--- src/rtl/rr_grant_ctrl.sv ---
`default_nettype none
// ============================================================================
// rr_grant_ctrl : round-robin one-hot grant with hold-until-release (opt. RR_TIMEOUT_EN)
// Rev 1.0
// ============================================================================
module rr_grant_ctrl #(
  parameter int N_REQ    = 4,
  parameter int HOLD_MAX = 16
) (
  input  logic                       clk,
  input  logic                       rst,
  input  logic [N_REQ-1:0]           req,
  input  logic [N_REQ-1:0]           done,
  output logic [N_REQ-1:0]           gnt,
  output logic                       gnt_valid,
  output logic [$clog2(N_REQ)-1:0]   gnt_id,
  output logic                       timeout
);

  localparam int IDW = $clog2(N_REQ);

  localparam logic [0:0] S_IDLE  = 1'b0;
  localparam logic [0:0] S_GRANT = 1'b1;

  if (N_REQ < 2 || N_REQ > 16) begin : g_check_n_req
    $error("rr_grant_ctrl: N_REQ out of range");
  end
  if (HOLD_MAX < 2) begin : g_check_hold_max
    $error("rr_grant_ctrl: HOLD_MAX must be at least 2");
  end

  logic [0:0]       state, state_nxt;
  logic [IDW-1:0]   ptr, ptr_nxt;
  logic [IDW-1:0]   pick_id, gnt_id_nxt;
  logic             pick_found;
  logic [N_REQ-1:0] gnt_nxt;
  logic             gnt_valid_nxt;
  logic             rel_normal;
  logic             rel_force;
  logic             rel;

  function automatic logic [IDW-1:0] wrap_add(input logic [IDW-1:0] base, input int off);
    int s;
    s = int'(base) + off;
    if (s >= N_REQ) s = s - N_REQ;
    return s[IDW-1:0];
  endfunction

  // Scan from the highest offset down so the lowest offset from ptr wins.
  always_comb begin
    logic [IDW-1:0] cand;
    pick_found = 1'b0;
    pick_id    = '0;
    cand       = '0;
    for (int i = N_REQ - 1; i >= 0; i--) begin
      cand = wrap_add(ptr, i);
      if (req[cand]) begin
        pick_found = 1'b1;
        pick_id    = cand;
      end
    end
  end

  assign rel_normal = (state == S_GRANT) && (done[gnt_id] || !req[gnt_id]);
  assign rel        = rel_normal || rel_force;

`ifdef RR_TIMEOUT_EN
  localparam int CW = $clog2(HOLD_MAX);

  logic [CW-1:0] hold_cnt;
  logic          timeout_r;

  assign rel_force = (state == S_GRANT) && !rel_normal && (hold_cnt == CW'(HOLD_MAX - 1));

  // Held at zero while idle, so it is already cleared on entry to GRANT.
  always_ff @(posedge clk or posedge rst) begin
    if (rst) begin
      hold_cnt  <= '0;
      timeout_r <= 1'b0;
    end else begin
      timeout_r <= rel_force;
      if (state == S_IDLE || rel) begin
        hold_cnt <= '0;
      end else if (hold_cnt != '1) begin
        hold_cnt <= hold_cnt + CW'(1);
      end
    end
  end

  assign timeout = timeout_r;
`else
  assign rel_force = 1'b0;
  assign timeout   = 1'b0;
`endif

  always_ff @(posedge clk or posedge rst) begin
    if (rst) begin
      state     <= S_IDLE;
      ptr       <= '0;
      gnt       <= '0;
      gnt_valid <= 1'b0;
      gnt_id    <= '0;
    end else begin
      state     <= state_nxt;
      ptr       <= ptr_nxt;
      gnt       <= gnt_nxt;
      gnt_valid <= gnt_valid_nxt;
      gnt_id    <= gnt_id_nxt;
    end
  end

  always_comb begin
    state_nxt = state;
    case (state)
      S_IDLE:  if (pick_found) state_nxt = S_GRANT;
      S_GRANT: if (rel)        state_nxt = S_IDLE;
      default: state_nxt = S_IDLE;
    endcase
  end

  always_comb begin
    gnt_nxt       = gnt;
    gnt_valid_nxt = gnt_valid;
    gnt_id_nxt    = gnt_id;
    ptr_nxt       = ptr;
    case (state)
      S_IDLE: begin
        if (pick_found) begin
          gnt_nxt       = {{(N_REQ-1){1'b0}}, 1'b1} << pick_id;
          gnt_valid_nxt = 1'b1;
          gnt_id_nxt    = pick_id;
        end
      end
      S_GRANT: begin
        // The departing owner becomes lowest priority for the next scan.
        if (rel) begin
          gnt_nxt       = '0;
          gnt_valid_nxt = 1'b0;
          ptr_nxt       = wrap_add(gnt_id, 1);
        end
      end
      default: begin
        gnt_nxt       = '0;
        gnt_valid_nxt = 1'b0;
      end
    endcase
  end

endmodule
`default_nettype wire

--- config.mk ---
export PLATFORM = sky130hd
export DESIGN_NAME = rr_grant_ctrl
export DESIGN_NICKNAME = d
export VERILOG_FILES = /design/src/rtl/rr_grant_ctrl.sv
export SDC_FILE = /design/constraint.sdc
export NUM_CORES = 1
export LEC_CHECK = 0
export BUFFER_PORTS_ARGS = -buffer_cell sky130_fd_sc_hd__buf_4
export CORE_AREA = 2 2 39 41
export DETAILED_ROUTE_END_ITERATION = 12
export DIE_AREA = 0 0 41 43
export GPL_TIMING_DRIVEN = 1
export PLACE_DENSITY = 0.69
export SKIP_CTS_REPAIR_TIMING = 1
export SLEW_MARGIN = 20
export SYNTH_ARGS = -nofsm -noshare
export SYNTH_HDL_FRONTEND = slang
export SYNTH_SLANG_ARGS = --single-unit
--- constraint.sdc ---
create_clock -name clk -period 2.5 [get_ports clk]
set_clock_uncertainty 0.15 [all_clocks]
set_input_delay 0.375 -clock clk [delete_from_list [all_inputs] [get_ports clk]]
set_output_delay 0.375 -clock clk [all_outputs]
set_load 0.01 [all_outputs]
Word-level counts from Yosys, hierarchy flattened

Cells that the tools add are included.

Output and inout port bits: 8
Bits in registers: 10
Word-level logic and storage cells: 68

Bitwise gates (word level): 1
Reduce and logical (&&, ||, !) cells: 6
Mux-type cells: 34
Shift-type cells: 1
Eq/ne operators: 2
Add/sub/neg operators: 9
$lt $le $gt $ge: 10

Operator list:

| cell                | count |
|---|---|
| $mux 2              | 9 |
| $lt 2x3->1 const B  | 5 |
| $mux 1              | 14 |
| $bmux 1 s2          | 6 |
| $ge 3x3->1 const B  | 4 |
| $sub 2x1->2 const B | 5 |
| $mux 4              | 2 |
| $pmux 4 s2          | 1 |
| $add 2x1->3 const B | 2 |
| $add 2x2->3 const B | 2 |
| $reduce_and 2->1    | 3 |
| $pmux 1 s2          | 2 |
| $shl 1x2->4 const A | 1 |
| $ge 2x3->1 const B  | 1 |
| $ne 2x1->1 const B  | 1 |
| $ne 2x2->1 const B  | 1 |
| $logic_and 1x1->1   | 1 |
| $logic_not 1->1     | 1 |
| $logic_or 1x1->1    | 1 |
| $not 1->1           | 1 |

Depth between registers and ports, before layout

Gate-level depths: netlist of the first run.

Depth after elaboration: 12
Gate-level depth with buffers: 5
Mapped depth without buffers: 4

Worst setup path after synthesis of the first run

OpenSTA, ideal clock, no wires.

Kind: flip-flop to flip-flop
Start: register gnt_id[0]
End: register ptr[1]
Stages on the path, launching flop included: 5
Data arrival time: 1368 ps
Path slack: 857 ps
Library setup time: 125 ps
Cell sequence: dfrtp_1 > clkbuf_2 > o41ai_2 > a211oi_4 > mux2_4

Longest elaborated chain between the ends: 6
Elaborated cells between the ends (all ways): 12
Those cells by class: add/sub (2); order compare (1); mux (5); reduce/logical (4)

RTL lines:

| item                                                                | line | RTL |
|---|---|---|
| start: declaration                                                  | 16   | `output logic [$clog2(N_REQ)-1:0] gnt_id,` |
| start signal: assignment                                            | 108  | `gnt_id <= gnt_id_nxt;` |
| parallel branches: the longest is 6 deep, another holds $add 2x1->3 | --   |  |
| end signal: assignment                                              | 105  | `ptr <= ptr_nxt;` |
| end: declaration                                                    | 33   | `logic [IDW-1:0] ptr, ptr_nxt;` |

Parallel ways; which one is timed is not known. The select of a mux whose other input is x is not followed.
A chain may end at the register's enable or synchronous reset.

Worst setup path in the final report of the first run

Start: register gnt_id[1]
End: register ptr[1]

The elaborated chain is that of the path after synthesis.

==> flow_summary.json, run 1 <==
{
  "place.gp.congestion": 0.728,
  "antenna_found_initial": 0,
  "final_cell_mix": "16 x buf_4, 10 x dfrtp_1, 8 x nand2_1, 7 x inv_1",
  "first_iter_violations": 6,
  "wl_met2_um": 522,
  "cts_sinks": 10,
  "coreArea_sq_um": 1380,
  "mostFrequentLayoutCell": "buf_4",
  "synth-edff-count": 0,
  "tns_ns": 0,
  "endpoint_kind": "register",
  "insertion_delay_ns": 0.27,
  "fp.dieW_um": 41,
  "synth_nets": 68,
  "timing.fmax_mhz": 577,
  "wl_met3_um": 48,
  "synthTopCellsByArea": "dfrtp_1 44%, nand2_1 5.3%, inv_1 4.6%, a211oi_4 3.5%, o2bb2ai_1 3.1%",
  "slew_viol_final": 0,
  "power_frac_seq_pct": 37.2,
  "max_cap_violations": 0,
  "multiInputGateArea_sq_um": 273,
  "wl_um": 1100,
  "netlist.top_cell.by_area": "dfrtp_1",
  "drive_gt1_share_pct": 34.2,
  "grt_max_degree": 12,
  "critPathMaxFanout": 8,
  "die_y_um": 43,
  "rrSetupSlack_ns": 0.77,
  "wl_per_cell_um": 11.9,
  "drt-met1-wl_um": 503,
  "leakage_nw": 0.362,
  "hold_class": "in2reg",
  "fin_nets": 87,
  "ys_types": 29,
  "r2r_end": "ptr[1]",
  "power_mw": 0.874,
  "fillCellCount": 134,
  "syn-cell-area_sq_um": 567,
  "power_density_nw_per_um2": 1190,
  "crit_type": "reg2reg",
  "antenna_cells": 0,
  "h-tree-depth": 1,
  "r2r_cells": 4,
  "hold_viol": 0,
  "critPathRequiredTime_ns": 2.51,
  "drc": 0,
  "seqCellArea_sq_um": 250,
  "min_to": "state",
  "min_path_cells": 3,
  "critPathArrivalTime_ns": 1.75,
  "avgSynthCellArea_sq_um": 9.77,
  "gr-total-overflow": 0,
  "start_util_pct": 41.0,
  "yosysTopAreaCellShare_pct": 44.2,
  "setup_violations": 0,
  "power.net_switching_mw": 0.336,
  "r2r-start": "gnt_id[1]",
  "vias_per_cell": 5.10,
  "std_cell_rows": 14,
  "swShare_pct": 38.4,
  "status": "finished clean",
  "cts_root_buffer": "clkbuf_4",
  "dr.max_layer_used": "met4",
  "yosysSeqAreaShare_pct": 44.2,
  "clkTransAtPathRegs_ns": 0.07,
  "port_buffers": 16,
  "combPwrFrac_pct": 45.9,
  "vdd.ir_drop.worst_uv": 686,
  "cts_tree": "yes",
  "drt-pass1-iter-count": 3,
  "final_antenna_net_count": 0,
  "finalCriticalPeriod_ns": 1.73,
  "syn_inst": 58,
  "grt_pass1_vias": 426,
  "p_int_mw": 0.538,
  "rsz0062_at_grt": "false",
  "die-area_sq_um": 1760,
  "clockBufferDepth": 2,
  "vias": 469,
  "cts_buffers": 3,
  "clock_power_share_pct": 16.9,
  "area_growth_pct": 29.8,
  "ys_ff_latch": 10,
  "worstHoldStart": "req[1]",
  "ys_async_sr_fraction_pct": 100,
  "grt_usage_pct": 15.9,
  "fin_crit_sh_pct": 69.4,
  "grt_pass1_wl_um": 1870,
  "ys.flop_type": "dfrtp_1",
  "cp-start-kind": "register",
  "io-pin-count": 18,
  "yosys_warnings": 0
}
## state kept, by name (all words and copies together) (netlist names)
register and count:
gnt 4, gnt_id 2, gnt_valid 1, ptr 2
state 1
## critical path: stages, from the launching register on
cell	delay (ns)
dfrtp_1	0.47
nand2_1	0.11
o32ai_2	0.10
a211oi_4	0.45
mux2_4	0.34
## per-layer routing
metal,up-vias,track usage [%]
met1,220,20.7
li1,236,-
met5,-,0
met2,8,22.2
met4,0,6.00
met3,5,7.85
## cell usage after synthesis (2+ instances only)
cell,count
dfrtp_1,10
nand2_1,8
inv_1,7
a21oi_1,3
nor2_1,2
nor3_1,2
o21ai_0,2
o2bb2ai_1,2
o32ai_1,2
## power by group through the flow
stage	sequential (mW)	combinational (mW)	clock (mW)
global placement	0.327	0.398	0
floorplan	0.322	0.274	0
detailed placement	0.329	0.399	0
global route	0.337	0.440	0.160
CTS	0.325	0.403	0.151
finish	0.325	0.401	0.148
## cell families after synthesis
family | count (synthesis) | share of synthesized area (%)
compound gates | 17 | 27.4
simple gates | 17 | 14.1
other cells | 1 | 0.662
mux | 2 | 4.41
xor+xnor | 1 | 1.55
buf+inv | 10 | 7.73
flops | 10 | 44.2
## per-stage QoR
stage               instance area, sq um  hold slack [ns]  setup WS (ns)  util (%)  cells
global placement                     689            0.224          0.728      49.8     87
global route                         736            0.309          0.712      53.2     92
CTS                                  726          -0.0645          0.758      52.4     91
floorplan                            567           0.0652          0.857         -     58
detailed placement                   689            0.223          0.741      49.8     87
finish                               736            0.292          0.765      53.2     92
## how the worst max path moves through the flow
stage,from,end,depth (start not counted)
2_1_floorplan,gnt_id[0],ptr[1],4
4_1_cts,gnt_id[1],ptr[1],4
5_1_grt,gnt_id[1],ptr[1],4
3_3_place_gp,req[1],ptr[1],5
6_report,gnt_id[1],ptr[1],4
3_5_place_dp,req[1],ptr[1],5
## cell type report
type | count | share of cell area [%]
clock buffers | 4 | 4.93
inverters | 7 | 3.57
multi-input cells | 38 | 37.1
flip-flops and latches | 10 | 34.0
well taps | 16 | 2.72
repair buffers | 17 | 17.7
No activity file was read; power rests on OpenSTA's default activity.
==> inputs of run 2 (changes only) <==
--- a/config.mk
+++ b/config.mk
@@ -5,12 +5,12 @@
 export SDC_FILE = /design/constraint.sdc
 export NUM_CORES = 1
 export LEC_CHECK = 0
+export ABC_AREA = 1
 export BUFFER_PORTS_ARGS = -buffer_cell sky130_fd_sc_hd__buf_4
-export CORE_AREA = 2 2 39 41
+export CORE_UTILIZATION = 45
 export DETAILED_ROUTE_END_ITERATION = 12
-export DIE_AREA = 0 0 41 43
 export GPL_TIMING_DRIVEN = 1
-export PLACE_DENSITY = 0.69
+export PLACE_DENSITY = 0.72
 export SKIP_CTS_REPAIR_TIMING = 1
 export SLEW_MARGIN = 20
 export SYNTH_ARGS = -nofsm -noshare
==> constraint.sdc (replaced) <==
create_clock -name clk -period 1.5 [get_ports clk]
set_clock_uncertainty 0.15 [all_clocks]
set_input_delay 0.225 -clock clk [delete_from_list [all_inputs] [get_ports clk]]
set_output_delay 0.225 -clock clk [all_outputs]
set_load 0.01 [all_outputs]
==> flow_summary.json, run 2 <==
{
  "port_buffers": 16,
  "fin_crit_sh_pct": 106,
  "critPathArrivalTime_ns": 1.64,
  "path_buf_inv": 1,
  "h-tree-depth": 1,
  "leakage_nw": 0.558,
  "cts_sinks": 10,
  "crit_start": "ptr[0]",
  "rrSetupSlack_ns": -0.1,
  "critPathRequiredTime_ns": 1.54,
  "drc": 0,
  "crit_family": "simple AND/OR/NAND/NOR gates",
  "violations": "setup timing",
  "slew_viol_final": 0,
  "place.gp.congestion": 0.908,
  "drt-pass1-iter-count": 4,
  "endpoint_kind": "register",
  "avgSynthCellArea_sq_um": 6.97,
  "hold_viol": 0,
  "ys.flop_type": "dfrtp_1",
  "yosysTopAreaCellShare_pct": 35.5,
  "grt_usage_pct": 20.2,
  "tns_ns": -0.422,
  "antenna_cells": 0,
  "ys_ff_latch": 10,
  "drive_gt1_share_pct": 57.4,
  "fillCellCount": 101,
  "grt_pass1_wl_um": 2770,
  "die_y_um": 41.6,
  "synthTopCellsByArea": "dfrtp_1 36%, nand2_1 18%, nand2_2 7.1%, nand3_1 7.1%, inv_1 5.3%",
  "critPathMaxStageDelay_ns": 0.46,
  "cp.depth": 9,
  "top_register": "gnt",
  "area_growth_pct": 52.0,
  "io-pin-count": 18,
  "setup_ws_ns": -0.0955,
  "ys_types": 20,
  "r2r_cells": 9,
  "vias_per_cell": 5.19,
  "syn-cell-area_sq_um": 704,
  "synth-compound-area-share_pct": 9.41,
  "finalCriticalPeriod_ns": 1.60,
  "grt_max_degree": 11,
  "timing.fmax_mhz": 627,
  "wl_um": 1860,
  "max_cap_violations": 0,
  "cts_tree": "yes",
  "synthMuxAreaShare_pct": 0,
  "synth_adder_area_share_pct": 0,
  "critPathMaxFanout": 4,
  "synth-edff-count": 0,
  "synth-simple-area-share_pct": 44.4,
  "vias": 748,
  "final_cell_mix": "22 x buf_4, 21 x nand2_1, 16 x nand2_2, 8 x inv_1, 8 x dfrtp_1",
  "crit_chain": "buf_6 > o21ai_4 > nand2_1 > nand2_1 > nand2_1 > nand2_1 > nand2_2 > nand2_2 > o21a_1",
  "coreArea_sq_um": 1380,
  "wl_per_cell_um": 12.9,
  "gr-total-overflow": 0,
  "syn_inst": 101,
  "cts_root_buffer": "clkbuf_4",
  "ys_top_cells_by_count": "33 x nand2_1, 10 x dfrtp_1, 10 x inv_1, 10 x nand3_1, 8 x nand2_2",
  "synthXorXnorAreaFrac_pct": 0,
  "hold_class": "in2reg",
  "dp_hpwl_um": 1270,
  "endpoint": "gnt_id[1]",
  "fp.dieW_um": 41.6,
  "reg.largest.list": "gnt (4), gnt_id (2), ptr (2)",
  "power_density_nw_per_um2": 2340,
  "yosys_warnings": 0,
  "r2r-start": "ptr[0]",
  "post-place-ws_ns": -0.0730,
  "ys_async_sr_fraction_pct": 100,
  "first_iter_violations": 16,
  "crit_type": "reg2reg",
  "start_util_pct": 51.0,
  "slowest_stage": "dfrtp_2",
  "die-area_sq_um": 1730,
  "antenna_found_initial": 0,
  "synth_nets": 111,
  "status": "finished, violations left",
  "synth.most_common_cell": "nand2_1",
  "fin_nets": 141,
  "grt_pass1_vias": 671,
  "mostFrequentLayoutCell": "buf_4",
  "final_antenna_net_count": 0,
  "largest_reg_flops": 4,
  "rsz0062_at_grt": "true",
  "synth_top_family_by_area": "simple AND/OR/NAND/NOR gates",
  "clkTransAtPathRegs_ns": 0.07,
  "setup_violations": 6,
  "cp_common_cell": "nand2_1",
  "netlist.top_cell.by_area": "dfrtp_1",
  "cts_buffers": 3,
  "vdd.ir_drop.worst_uv": 1260,
  "clockBufferDepth": 2,
  "std_cell_rows": 13,
  "insertion_delay_ns": 0.26,
  "yosysSeqAreaShare_pct": 35.5,
  "r2r_end": "gnt_id[1]",
  "cp-start-kind": "register"
}
run 2: changes by cell type after synthesis, sizes merged, moves of 3 or more:
cell / before / now
nor2: 2 / 6
o32ai: 3 / 0
inv: 7 / 14
nand3: 0 / 13
nand2: 8 / 42
run 2: worst min path at each step:
stage | endpoint | depth (start not counted) | slack (ns) | start
2_1_floorplan | gnt[0] | 1 | -0.08 | rst
3_3_place_gp | gnt_id[0] | 2 | 0.08 | rst
3_5_place_dp | gnt_id[0] | 2 | 0.08 | rst
4_1_cts | gnt[2] | 2 | -0.19 | rst
5_1_grt | state | 6 | 0.34 | req[0]
6_report | state | 6 | 0.32 | req[0]
run 2: routing by layer:
| layer | wire length (um) | global-route usage [%] | vias to the layer above |
|---|---|---|---|
| li1 | - | - | 375 |
| met4 | 19 | 7.10 | 0 |
| met2 | 957 | 35.0 | 16 |
| met1 | 833 | 25.6 | 353 |
| met5 | 0 | 0 | - |
| met3 | 45 | 2.61 | 4 |
run 2: tightest hold or removal path, cell delays in order:
cell     delay [ns]
buf_4          0.10
nand2_2        0.06
nand2_4        0.07
nor2_4         0.05
nand2_2        0.09
o21a_1         0.11
run 2: final cells by class:
class | count | area (sq um) | share of cell area, %
multi-input combinational | 76 | 510 | 47.7
sequential | 10 | 253 | 23.6
timing repair buffer | 26 | 209 | 19.5
inverter | 14 | 57.6 | 5.37
clock buffer | 3 | 22.5 | 2.10
tap | 15 | 18.8 | 1.75
run 2: power by group:
group | internal (mW) | switching (mW)
registers | 0.394 | 0.150
clock network | 0.0923 | 0.0862
logic | 0.752 | 1.03
run 2: logic make-up after synthesis:
family,after synthesis
AO/OA/AOI/OAI,10
buffers and inverters,16
flip-flops,10
other,1
AND/OR/NAND/NOR,64
run 2: metrics by stage:
stage / utilization, % / hold slack [ns] / std cells / power, mW / cell area [sq um]
6_report: 77.5 / 0.322 / 144 / 2.50 / 1070
5_1_grt: 77.5 / 0.336 / 144 / 2.69 / 1070
4_1_cts: 64.5 / -0.191 / 139 / 2.03 / 892
3_5_place_dp: 62.9 / 0.0835 / 136 / 1.85 / 870
3_3_place_gp: 62.9 / 0.0828 / 136 / 1.82 / 870
2_1_floorplan: - / -0.0848 / 101 / 1.45 / 704
==> inputs of run 3 (changes only) <==
--- a/config.mk
+++ b/config.mk
@@ -5,12 +5,11 @@
 export SDC_FILE = /design/constraint.sdc
 export NUM_CORES = 1
 export LEC_CHECK = 0
-export ABC_AREA = 1
 export BUFFER_PORTS_ARGS = -buffer_cell sky130_fd_sc_hd__buf_4
-export CORE_UTILIZATION = 45
+export CORE_UTILIZATION = 42
 export DETAILED_ROUTE_END_ITERATION = 12
 export GPL_TIMING_DRIVEN = 1
-export PLACE_DENSITY = 0.72
+export PLACE_DENSITY = 0.7
 export SKIP_CTS_REPAIR_TIMING = 1
 export SLEW_MARGIN = 20
 export SYNTH_ARGS = -nofsm -noshare
==> flow_summary.json, run 3 (same netlist as run 1, synthesis figures left out) <==
{
  "r2r_end": "ptr[1]",
  "antenna_cells": 0,
  "critPathRequiredTime_ns": 1.50,
  "critPathMaxStageDelay_ns": 0.46,
  "setup_violations": 0,
  "mostFrequentLayoutCell": "buf_4",
  "fin_worst_hold_slack_ns": 0.151,
  "endpoint_kind": "register",
  "final_antenna_net_count": 0,
  "clockBufferDepth": 2,
  "start_util_pct": 47.8,
  "die-area_sq_um": 1500,
  "rsz0062_at_grt": "true",
  "coreArea_sq_um": 1190,
  "vias": 499,
  "io-pin-count": 18,
  "drc": 0,
  "h-tree-depth": 1,
  "tns_ns": 0,
  "stdcell_count": 97,
  "drt-pass1-iter-count": 4,
  "std_cell_rows": 12,
  "grt_usage_pct": 18.0,
  "leakage_nw": 0.397,
  "antenna_found_initial": 0,
  "crit_family": "flip-flops",
  "worstHoldStart": "req[1]",
  "fp.dieW_um": 38.7,
  "place_inst": 92,
  "reg.largest.list": "gnt (4), gnt_id (2), ptr (2)",
  "vias_per_cell": 5.14,
  "r2r-start": "gnt_id[1]",
  "dp_hpwl_um": 943,
  "cts_tree": "yes",
  "power_density_nw_per_um2": 1990,
  "cts_buffers": 3,
  "max_cap_violations": 0,
  "drive_gt1_share_pct": 44.6,
  "power.net_switching_mw": 0.608,
  "fin_nets": 94,
  "grt_pass1_wl_um": 1750,
  "placed_cell_area_sq_um": 752,
  "hold_class": "in2reg",
  "rrSetupSlack_ns": 0.006,
  "crit_type": "reg2reg",
  "hold_viol": 0,
  "min_to": "state",
  "die_y_um": 38.7,
  "r2r_cells": 3,
  "port_buffers": 16,
  "grt_pass1_vias": 410,
  "critPathArrivalTime_ns": 1.50,
  "cts_root_buffer": "clkbuf_4",
  "final_util_pct": 68.0,
  "path_buf_inv": 0,
  "insertion_delay_ns": 0.26,
  "min_path_cells": 3,
  "slew_viol_final": 0,
  "power_frac_seq_pct": 33.4,
  "clkTransAtPathRegs_ns": 0.07,
  "gr-total-overflow": 0,
  "swShare_pct": 37.8,
  "cp-start-kind": "register",
  "critPathMaxFanout": 6,
  "cts_sinks": 10,
  "final_cell_mix": "22 x buf_4, 8 x dfrtp_1, 7 x inv_1, 7 x nand2_1",
  "wl_um": 1200,
  "wl_per_cell_um": 12.4,
  "fin_crit_sh_pct": 99.6,
  "finalCriticalPeriod_ns": 1.49,
  "first_iter_violations": 7,
  "largest_reg_flops": 4,
  "grt_max_degree": 11,
  "combPwrFrac_pct": 55.0,
  "final_area_sq_um": 807,
  "crit_chain": "o32ai_2 > a211oi_4 > mux2_4",
  "area_growth_pct": 42.4,
  "top_register": "gnt",
  "status": "finished clean",
  "place.gp.congestion": 0.825,
  "clock_power_share_pct": 11.6,
  "timing.fmax_mhz": 669,
  "slowest_stage": "dfrtp_2",
  "p_int_mw": 0.998,
  "vdd.ir_drop.worst_uv": 1070
}
## run 3: changes by cell type in the layout (fill, tap and decap cells not counted), moves of 4 or more
cell     previous run  this run
inv_2               4         0
nand2_1            21         7
nand2_2            16         1
nand2_4             5         0
nand3_1             6         0
nand3_2             6         0
## run 3: cell type report
type	count	area (sq um)
inverters	7	26.3
flip-flops and latches	10	253
clock buffers	4	26.3
well taps	14	17.5
repair buffers	24	186
multi-input cells	38	298
fillers	96	379
## run 3: through the flow
stage | setup WS, ns | power, mW
after global routing | -0.0522 | 1.71
after floorplan | -0.0801 | 1.04
final | 0.00633 | 1.61
after global placement | -0.0153 | 1.37
after CTS | -0.0629 | 1.58
after detailed placement | -0.0328 | 1.39
## run 3: power groups by stage
stage                     clock network [mW]  registers, mW  logic, mW
after floorplan                            0          0.550      0.494
after global placement                     0          0.532      0.843
after detailed placement                   0          0.539      0.856
after CTS                              0.193          0.533      0.858
after global routing                   0.205          0.551      0.957
final                                  0.187          0.536      0.882
## run 3: worst reg2reg max path: cells and delay by family, from the launching register on
kind | cells | cell delay (ns)
mux | 1 | 0.31
compound gates | 2 | 0.46
flops | 1 | 0.46
## run 3: worst max path at each step
stage / start / endpoint / cells past startpoint
final: gnt_id[1] / ptr[1] / 3
after global placement: gnt_id[0] / ptr[0] / 4
after floorplan: gnt_id[1] / ptr[1] / 4
after global routing: ptr[1] / gnt[1] / 4
after CTS: gnt_id[0] / ptr[0] / 4
after detailed placement: gnt_id[0] / ptr[0] / 4
## run 3: routing by layer
layer  track usage [%]  up-vias  share of wire, %
li1                  -      253                 -
met1              22.0      233                44
met2              29.2       13                50
met3              8.67        0               6.2
met4              2.59        0                 0
met5                 0        -                 0
